**src/rtl/div_pkg.sv**
```systemverilog
// Shared definitions for the sequential restoring divider.
//   DIV_W   : default divisor / quotient / remainder width (dividend is 2*DIV_W)
//   CNT_W   : width of the per-bit iteration counter
//   SAT_VAL : quotient/remainder value reported for divide-by-zero and overflow
//   state_t : controller states
package div_pkg;

    localparam int DIV_W = 8;
    localparam int CNT_W = $clog2(DIV_W);

    localparam logic [DIV_W-1:0] SAT_VAL = '1;

    typedef enum logic [1:0] {
        S_IDLE,
        S_RUN,
        S_DONE
    } state_t;

endpackage

```
**src/rtl/div_step8.sv**
```systemverilog
// One combinational restoring-division step.
// Ports:
//   i_rem  : partial remainder entering the step (always < i_b)
//   i_bit  : next dividend bit shifted into the remainder
//   i_b    : divisor
//   o_rem  : partial remainder leaving the step
//   o_qbit : quotient bit produced by the step
module div_step8
    import div_pkg::*;
#(
    parameter int W = DIV_W
) (
    input  logic [W-1:0] i_rem,
    input  logic         i_bit,
    input  logic [W-1:0] i_b,
    output logic [W-1:0] o_rem,
    output logic         o_qbit
);

    // The trial value needs one extra bit: {rem, bit} can reach 2*B-1.
    logic [W:0] w_t;

    // NOTE: every signal is assigned on every pass through the block, so no latch is inferred.
    always_comb begin
        w_t    = {i_rem, i_bit};
        o_qbit = (w_t >= {1'b0, i_b});
        // The difference is below B whenever it is taken, so its top bit is always zero.
        o_rem  = o_qbit ? W'(w_t - {1'b0, i_b}) : w_t[W-1:0];
    end

endmodule

```
**src/rtl/divider16by8_seq.sv**
```systemverilog
// Sequential 2W-by-W unsigned restoring divider, one quotient bit per cycle.
// Ports:
//   clk, rst             : rising-edge clock, synchronous active-high reset
//   in_valid / in_ready  : request handshake (in_ready high only while idle)
//   P, B                 : dividend (2W bits) and divisor (W bits), sampled on accept
//   out_valid / out_ready: result handshake; Q/R/ovf/dz held while out_valid is high
//   Q, R                 : quotient and remainder (all ones on error)
//   ovf                  : quotient would not fit in W bits
//   dz                   : divisor was zero
module divider16by8_seq
    import div_pkg::*;
#(
    parameter int W = DIV_W
) (
    input  logic           clk,
    input  logic           rst,
    input  logic           in_valid,
    output logic           in_ready,
    input  logic [2*W-1:0] P,
    input  logic [W-1:0]   B,
    output logic           out_valid,
    input  logic           out_ready,
    output logic [W-1:0]   Q,
    output logic [W-1:0]   R,
    output logic           ovf,
    output logic           dz
);

    localparam int           CW  = (W == DIV_W) ? CNT_W : $clog2(W);
    localparam logic [W-1:0] SAT = (W == DIV_W) ? W'(SAT_VAL) : {W{1'b1}};

    state_t          r_state;
    logic [CW-1:0]   r_cnt;
    logic [W-1:0]    r_b;
    logic [W-1:0]    r_rem;
    logic [W-1:0]    r_qsh;   // remaining dividend bits shift out the top, quotient bits in the bottom
    logic [W-1:0]    r_q;
    logic [W-1:0]    r_r;
    logic            r_ovf;
    logic            r_dz;
    logic            r_in_ready;
    logic            r_out_valid;

    logic [W-1:0]    w_rem_nxt;
    logic            w_qbit;
    logic [W-1:0]    w_qsh_nxt;

    div_step8 #(.W(W)) u_step (
        .i_rem  (r_rem),
        .i_bit  (r_qsh[W-1]),
        .i_b    (r_b),
        .o_rem  (w_rem_nxt),
        .o_qbit (w_qbit)
    );

    assign w_qsh_nxt = {r_qsh[W-2:0], w_qbit};

    // NOTE: all state uses non-blocking assignments so every register samples pre-edge values.
    always_ff @(posedge clk) begin
        if (rst) begin
            // NOTE: datapath registers are reset too, because Q/R/ovf/dz must read zero after reset.
            r_state     <= S_IDLE;
            r_cnt       <= '0;
            r_b         <= '0;
            r_rem       <= '0;
            r_qsh       <= '0;
            r_q         <= '0;
            r_r         <= '0;
            r_ovf       <= 1'b0;
            r_dz        <= 1'b0;
            r_in_ready  <= 1'b1;
            r_out_valid <= 1'b0;
        end else begin
            case (r_state)
                S_IDLE: begin
                    if (in_valid && r_in_ready) begin
                        r_b        <= B;
                        r_in_ready <= 1'b0;
                        if (B == '0) begin
                            r_dz        <= 1'b1;
                            r_ovf       <= 1'b0;
                            r_q         <= SAT;
                            r_r         <= SAT;
                            r_out_valid <= 1'b1;
                            r_state     <= S_DONE;
                        end else if (P[2*W-1:W] >= B) begin
                            // Upper half >= B means the quotient needs more than W bits.
                            r_dz        <= 1'b0;
                            r_ovf       <= 1'b1;
                            r_q         <= SAT;
                            r_r         <= SAT;
                            r_out_valid <= 1'b1;
                            r_state     <= S_DONE;
                        end else begin
                            r_dz    <= 1'b0;
                            r_ovf   <= 1'b0;
                            r_rem   <= P[2*W-1:W];
                            r_qsh   <= P[W-1:0];
                            r_cnt   <= '0;
                            r_state <= S_RUN;
                        end
                    end
                end

                S_RUN: begin
                    r_rem <= w_rem_nxt;
                    r_qsh <= w_qsh_nxt;
                    r_cnt <= r_cnt + CW'(1);
                    if (r_cnt == CW'(W-1)) begin
                        r_q         <= w_qsh_nxt;
                        r_r         <= w_rem_nxt;
                        r_out_valid <= 1'b1;
                        r_state     <= S_DONE;
                    end
                end

                S_DONE: begin
                    if (out_ready) begin
                        r_out_valid <= 1'b0;
                        r_in_ready  <= 1'b1;
                        r_state     <= S_IDLE;
                    end
                end

                default: begin
                    r_out_valid <= 1'b0;
                    r_in_ready  <= 1'b1;
                    r_state     <= S_IDLE;
                end
            endcase
        end
    end

    assign in_ready  = r_in_ready;
    assign out_valid = r_out_valid;
    assign Q         = r_q;
    assign R         = r_r;
    assign ovf       = r_ovf;
    assign dz        = r_dz;

endmodule

```
**config.mk**
```make
export PLATFORM = sky130hd
export DESIGN_NAME = divider16by8_seq
export DESIGN_NICKNAME = d
export VERILOG_FILES = /design/src/rtl/div_pkg.sv /design/src/rtl/div_step8.sv /design/src/rtl/divider16by8_seq.sv
export SDC_FILE = /design/constraint.sdc
export NUM_CORES = 1
export LEC_CHECK = 0
export CORE_MARGIN = 2
export CORE_UTILIZATION = 50
export DETAILED_ROUTE_END_ITERATION = 8
export MAX_ROUTING_LAYER = met4
export PLACE_DENSITY = 0.76
export SLEW_MARGIN = 25
export SYNTH_ARGS = -nofsm -noshare
export SYNTH_HDL_FRONTEND = slang
export SYNTH_SLANG_ARGS = --single-unit
```
**constraint.sdc**
```tcl
create_clock -name clk -period 6.37 [get_ports clk]
set_clock_uncertainty 0.05 [all_clocks]
set_input_delay 1.274 -clock clk [delete_from_list [all_inputs] [get_ports clk]]
set_output_delay 1.274 -clock clk [all_outputs]
set_load 0.005 [all_outputs]
```
== Word-level counts from Yosys, hierarchy flattened ==
Cells that the tools add are included.
Operators by class
  multiplexer cells: 38
  magnitude comparators: 2
  $add $sub $neg: 2
  bitwise operators: 1
  equal/unequal tests: 9
  reduce and logical (&&, ||, !) cells: 10
Operators with widths (number)
  two-way mux 8 bit: 12
  case mux 8 bit (2 select lines): 4
  AND reduction 4 bit: 3
  two-way mux 1 bit: 10
  two-way mux 2 bit: 5
  inequality test 2 bit (second input constant): 5
  greater-or-equal comparator 9 x 8 -> 1 bit: 1
  two-way mux 3 bit: 3
  greater-or-equal comparator 8 bit: 1
  logical NOT 8 bit: 1
  subtractor 8 bit: 1
  case mux 1 bit (3 select lines): 2
  case mux 2 bit (3 select lines): 1
  case mux 3 bit (2 select lines): 1
  AND reduction 3 bit: 2
  adder 3 x 1 -> 3 bit (second input constant): 1
  equality test 3 bit (second input constant): 1
  inequality test 3 bit (second input constant): 1
  equality test 2 x 1 -> 1 bit (second input constant): 1
  equality test 2 bit (second input constant): 1
  logical NOT 2 bit: 1
  AND reduction 2 bit: 1
  nonzero test 2 bit: 1
  logical AND 1 bit: 1
  inverter 1 bit: 1
Storage, ports and cells
  output and inout port bits: 20
  word-level logic and storage cells: 73
  register bits: 49

== Depth between registers and ports, before layout ==
Gate-level depths: netlist (run 1).
  depth in word-level cells: 5
  depth in mapped cells: 9

== By module ==
A second synthesis (run 1) with hierarchy kept.
Second synthesis, totals
  cells, all modules: 336
  area, all modules: 2911.5 um2
By module, submodules not included
  divider16by8_seq: cells each 266, seq. area each 980.9 um2, instances 1, area each 2399.8 um2
  div_step8: cells each 70, seq. area each 0.0 um2, instances 1, area each 511.7 um2

== Worst setup path before layout (run 1) ==
Ideal clock, no wire load.
  path kind: input-to-reg
  from: in B[2]
  to: reg r_qsh[7]
  data arrival time: 2.780 ns
  cell stages on the path: 8
  setup time: 0.138 ns
  path buffers: 1
  data required time: 6.182 ns
  setup slack: 3.402 ns
  path through: inv_1 -> ha_1 -> a211oi_2 -> o21ai_1 -> a211o_1 -> o31ai_4 -> buf_4 -> a311oi_1
On the way
  word-level cells in the longest chain between the ends: 3
Ends and longest elaborated chain
  start: declaration: RTL line divider16by8_seq.sv:20  | input logic [W-1:0] B,
  greater-or-equal comparator 8 bit / logical NOT 8 bit (equally long branches): RTL line divider16by8_seq.sv:86, divider16by8_seq.sv:79
  inequality test 2 bit (no line)
  AND reduction 4 bit (no line) *
  end signal: assignment: RTL line divider16by8_seq.sv:98  | r_qsh <= P[W-1:0];
  end signal: assignment: RTL line divider16by8_seq.sv:107  | r_qsh <= w_qsh_nxt;
  end: declaration: RTL line divider16by8_seq.sv:36  | logic [W-1:0] r_qsh;
Every way passes the cells marked *; elsewhere a longest branch is shown, timed or not.
A chain may end at the register's enable or synchronous reset.

== Worst setup path after layout (run 1) ==
  from: in B[2]
  to: reg r_qsh[4]
The elaborated chain is that of the path after synthesis.

==> results of run 1 <==
-- metrics by stage --
stage	instance area (um^2)	util, %
after CTS	3320	61.4
final	3330	61.6
after detailed placement	3230	59.7
after floorplan	2750	-
after global routing	3330	61.6
after global placement	3230	59.7
-- final timing paths --
kind | slack [ps] | end | startpoint
worst max-delay path | 2650 | r_qsh[4]$_SDFFE_PP0P_ | B[2]
worst max register to register | 3870 | R[5]$_SDFFE_PP0P_ | r_b[5]$_SDFFE_PP0P_
worst min-delay path | 410 | dz$_SDFFE_PP0P_ | dz$_SDFFE_PP0P_
worst min register to register | 410 | dz$_SDFFE_PP0P_ | dz$_SDFFE_PP0P_
-- layer usage --
layer | share of wire (%) | up-vias
met5 | 0 | -
met3 | 4.1 | 14
li1 | - | 1240
met2 | 48 | 57
met1 | 45 | 1169
met4 | 2.9 | 0
-- final cells by class --
class                   count  area [um^2]  area share, %
clock buffers               5         68.8           2.07
multi-input cells         240         1600           48.2
flip-flops and latches     49          981           29.5
repair buffers             49          483           14.5
inverters                  21         78.8           2.37
clock inverters             3         22.5          0.677
well taps                  72         90.1           2.71
-- cell families (layout without fill, tap and decap cells) --
group | count (synthesis) | after routing | synth area share [%]
simple gates | 120 | 120 | 19.7
mux | 4 | 4 | 1.46
fa+ha+maj | 19 | 19 | 8.92
xor+xnor | 3 | 3 | 0.956
flops | 49 | 49 | 35.7
buf+inv | 39 | 78 | 6.28
compound gates | 94 | 94 | 27.1
-- synthesized netlist by cell type (3+ instances only) --
cell,instances
xor2_1,3
a211o_1,3
nor2_1,49
a21o_1,4
mux2i_1,4
buf_2,3
a211oi_1,12
nand2b_1,3
o21ai_0,9
a311oi_1,7
clkbuf_1,10
or3_1,5
dfxtp_1,49
a31oi_1,3
inv_1,21
a22oi_1,3
nor2b_1,3
o32ai_1,3
nor3_1,5
ha_1,18
nand2_1,40
nand3_1,3
a21oi_1,23
a211oi_2,14
-- critical path, delay by kind of cell --
kind	cells	cell delay, ps
and+or+nand+nor	1	100
buffers and inverters	2	580
adders and majority gates	1	320
AOI/OAI and AO/OA	5	1600
-- power by group --
part | switching, mW | internal (mW)
clock network | 0.109 | 0.0781
registers | 0.0280 | 0.345
logic | 0.216 | 0.156
total | 0.353 | 0.580
-- state kept, by name, summed over array words and instances (netlist names), 2 cells and up --
signal	count
R	8
Q	8
r_b	8
r_qsh	8
r_cnt	3
r_rem	8
r_state	2
==> impl_metrics.tcl, run 1 <==
set metrics [dict create \
    tns_ps 0 \
    synth_top_area_share_pct 35.7 \
    holdWs_ps 408 \
    max_slew_margin_pct 48.1 \
    async_flop_share_pct 0 \
    critPathKind "in -> reg" \
    fillers 473 \
    final.setup.worst_slack_ps 2650 \
    yosysUniqueCellTypes 49 \
    fin_crit_sh_pct 58.5 \
    portBuffers 47 \
    grtUsageMet2_pct 36.7 \
    period_needed_ps 3720 \
    worstPathCellList "clkdlybuf4s50_1 -> inv_1 -> ha_1 -> a211oi_2 -> o21ai_1 -> a211o_1 -> o31ai_4 -> nor2_1 -> a311oi_1" \
    globalRouteMet3Util_pct 4.37 \
    drt_iter0_markers 210 \
    post-cts-setup-buffers 0 \
    die_h_um 78.2 \
    drive_above_1_share_pct 10.4 \
    grt_pass1_vias 2388 \
    cp_max_fo 18 \
    rows 27 \
    grt_use_met1_pct 29.2 \
    clkLatencyLatePin_ps 310 \
    hold_class "reg -> reg" \
    synth.largest_area_cell "dfxtp_1" \
    syn_inst 328 \
    tightest_slew_ps 778 \
    cp-end-kind "flip-flop" \
    vias_per_cell 5.65 \
    worst_setup_path_start_kind "input pin" \
    holdPathStages 2 \
    reg2reg_depth 8 \
    initial_core_util_pct 50.9 \
    ys.flop_type "dfxtp_1" \
    gr-usage-all-layers_pct 23.2 \
    clk_pin_slew_ps 100 \
    cts_htree_levels 2 \
    stdcell_count 439 \
    ant_nets 0 \
    syn_area_per_cell_um2 8.38 \
    fin_nets 413 \
    dp_slack_ps 2330 \
    pin_count 48 \
    syn_to_final_growth_pct 21.0 \
    finalWirelength_um 6450 \
    cts_buffers 5 \
    wl_per_cell_um 14.7 \
    syn_area_mm2 0.00275 \
    cts.path.max_buffers 2 \
    hold_viol 0 \
    syn_nets 375 \
    root_buffer "clkbuf_8" \
    powerDensity_mw_per_mm2 280 \
    final_cell_mix "dfxtp_1, nor2_1, clkdlybuf4s50_1, nand2_1, a21oi_1" \
    antenna_found_initial 0 \
    peakVddDrop_v 0.000177 \
    vias 2480 \
    tritoncts "built" \
    required_ps 6530 \
    drv_cap 0 \
    die-width_um 78.2 \
    synth_top_cells_by_area "dfxtp_1, ha_1, nor2_1" \
    drv_slew 0 \
    rsz0062_at_grt "false" \
    grt_pass1_wl_um 11000 \
    ys_ff_latch 49 \
    gp_congestion 0.938 \
    synth_warnings 0 \
    hpwl_um 4650 \
    antenna_cells 0 \
    cts.sink_count 49 \
    p_leak_nw 1.31 \
    seq_area_frac_synth_pct 35.7 \
    ctsResizeCount 0 \
    p_total_uw 932 \
    cpMaxStageDelayCell "o31ai_4" \
    drc 0 \
    fmax_ghz 0.269 \
    grt_busiest_layer "met2" \
    dp_cells 431 \
    grt_overflow 0 \
    ctsHoldBuffers 0 \
    synth-edff-count 0 \
    dr.pass1.iters 4 \
    grt_max_degree 55 \
    outcome "finished, final reports clean" \
    cp.arrival_ps 3890 \
    setup_violations 0 \
    core_mm2 0.00541 \
    die_area_mm2 0.00611 \
    cp_slowest_stage_delay_ps 650 \
]
No activity file was read; power rests on OpenSTA's default activity.
==> inputs of run 2 (changes only) <==
==> constraint.sdc (replaced) <==
create_clock -name clk -period 3.5 [get_ports clk]
set_clock_uncertainty 0.05 [all_clocks]
set_input_delay 0.7 -clock clk [delete_from_list [all_inputs] [get_ports clk]]
set_output_delay 0.7 -clock clk [all_outputs]
set_load 0.005 [all_outputs]
==> run 2 against run 1 <==
Final cell count is 1.6% higher. Die area stayed put. First-iteration DRC count is 37% lower. Clock power is 93% higher. Power is 85% higher. Routed wire length is 1.5% lower. Non-clock buffer count is 7 higher. Sequential power is 82% higher. Combinational power is 83% higher. Via count is 2.0% lower.
==> impl_metrics.tcl, run 2 (same netlist as run 1, synthesis figures left out) <==
set metrics [dict create \
    grt_overflow 0 \
    hold_viol 0 \
    cts.path.max_buffers 2 \
    die-width_um 78.2 \
    ctsResizeCount 0 \
    drt_iter0_markers 133 \
    wl_per_cell_um 14.2 \
    grt_max_degree 30 \
    finalWirelength_um 6350 \
    die_area_mm2 0.00611 \
    die_h_um 78.2 \
    antenna_found_initial 0 \
    post-route-util_pct 62.5 \
    hold_class "reg -> reg" \
    gp_congestion 0.873 \
    tritoncts "built" \
    cp_max_fo 10 \
    final.setup.worst_slack_ps 610 \
    holdPathStages 2 \
    cts_buffers 5 \
    critPathKind "in -> reg" \
    period_needed_ps 2890 \
    clkLatencyLatePin_ps 310 \
    initial_core_util_pct 50.9 \
    cp.arrival_ps 3080 \
    rsz0062_at_grt "false" \
    cts_htree_levels 2 \
    holdWs_ps 408 \
    rows 27 \
    final_cell_mix "dfxtp_1, nor2_1, clkdlybuf4s50_1, nand2_1, a21oi_1" \
    drv_slew 0 \
    grt_pass1_wl_um 10900 \
    cts.sink_count 49 \
    post-cts-setup-buffers 0 \
    ctsHoldBuffers 0 \
    r2r_slack_ps 1140 \
    multi_input_area_mm2 0.00160 \
    tns_ps 0 \
    antenna_cells 0 \
    peakVddDrop_v 0.000322 \
    drive_above_1_share_pct 11.5 \
    drv_cap 0 \
    hpwl_um 4780 \
    clk_pin_slew_ps 100 \
    p_leak_nw 1.35 \
    fin_crit_sh_pct 82.6 \
    dp_slack_ps 267 \
    drc 0 \
    reg2reg_depth 8 \
    grt_pass1_vias 2309 \
    regArea_um2 981 \
    cp-end-kind "flip-flop" \
    fillers 473 \
    fin_nets 420 \
    root_buffer "clkbuf_8" \
    outcome "finished, final reports clean" \
    ant_nets 0 \
    dr.pass1.iters 4 \
    max_slew_margin_pct 56.7 \
    worst_setup_path_start_kind "input pin" \
    vias_per_cell 5.45 \
    powerDensity_mw_per_mm2 510 \
    gr-usage-all-layers_pct 22.6 \
    vias 2431 \
    p_total_mw 1.72 \
    portBuffers 47 \
    required_ps 3690 \
    tightest_slew_ps 646 \
    syn_to_final_growth_pct 22.8 \
    fmax_ghz 0.346 \
    setup_violations 0 \
    core_mm2 0.00541 \
    pin_count 48 \
]
-- run 2: final timing paths --
check / start / end
min: dz$_SDFFE_PP0P_ / dz$_SDFFE_PP0P_
max reg2reg: r_b[1]$_SDFFE_PP0P_ / R[7]$_SDFFE_PP0P_
max: B[7] / Q[1]$_SDFFE_PP0P_
min reg2reg: dz$_SDFFE_PP0P_ / dz$_SDFFE_PP0P_
-- run 2: through the flow --
stage,instance area [um^2],instances
2_1_floorplan,2750,328
3_3_place_gp,3280,438
3_5_place_dp,3280,438
4_1_cts,3380,446
5_1_grt,3380,446
6_report,3380,446
-- run 2: critical path: stages --
cell and delay, ps:
clkdlybuf4s50_1 520, inv_1 60, ha_1 290, nand2_1 70
nor3_1 300, a21oi_2 150, a211oi_4 470, buf_4 260
nor2_1 70, a211oi_2 180
-- run 2: layer usage --
metal,share of wire [%],up-vias,GRT usage (%),wire (um)
li1,-,1258,-,-
met1,48,1131,30.7,3040
met2,47,36,35.8,2980
met3,3.9,6,3.68,249
met4,1.2,0,5.09,74
met5,0,-,-,0
-- run 2: power breakdown --
part           total [mW]  switching [mW]  internal [mW]
clock network       0.360           0.210          0.150
logic               0.682           0.385          0.297
registers           0.680          0.0518          0.628
-- run 2: area by class of cell --
cell class                      instances  share of cell area (%)
Multi-Input combinational cell        240                    47.3
Inverter                               21                    2.33
Sequential cell                        49                    29.0
Clock inverter                          3                   0.852
Tap cell                               72                    2.67
Clock buffer                            5                    2.04
Timing Repair Buffer                   56                    15.8
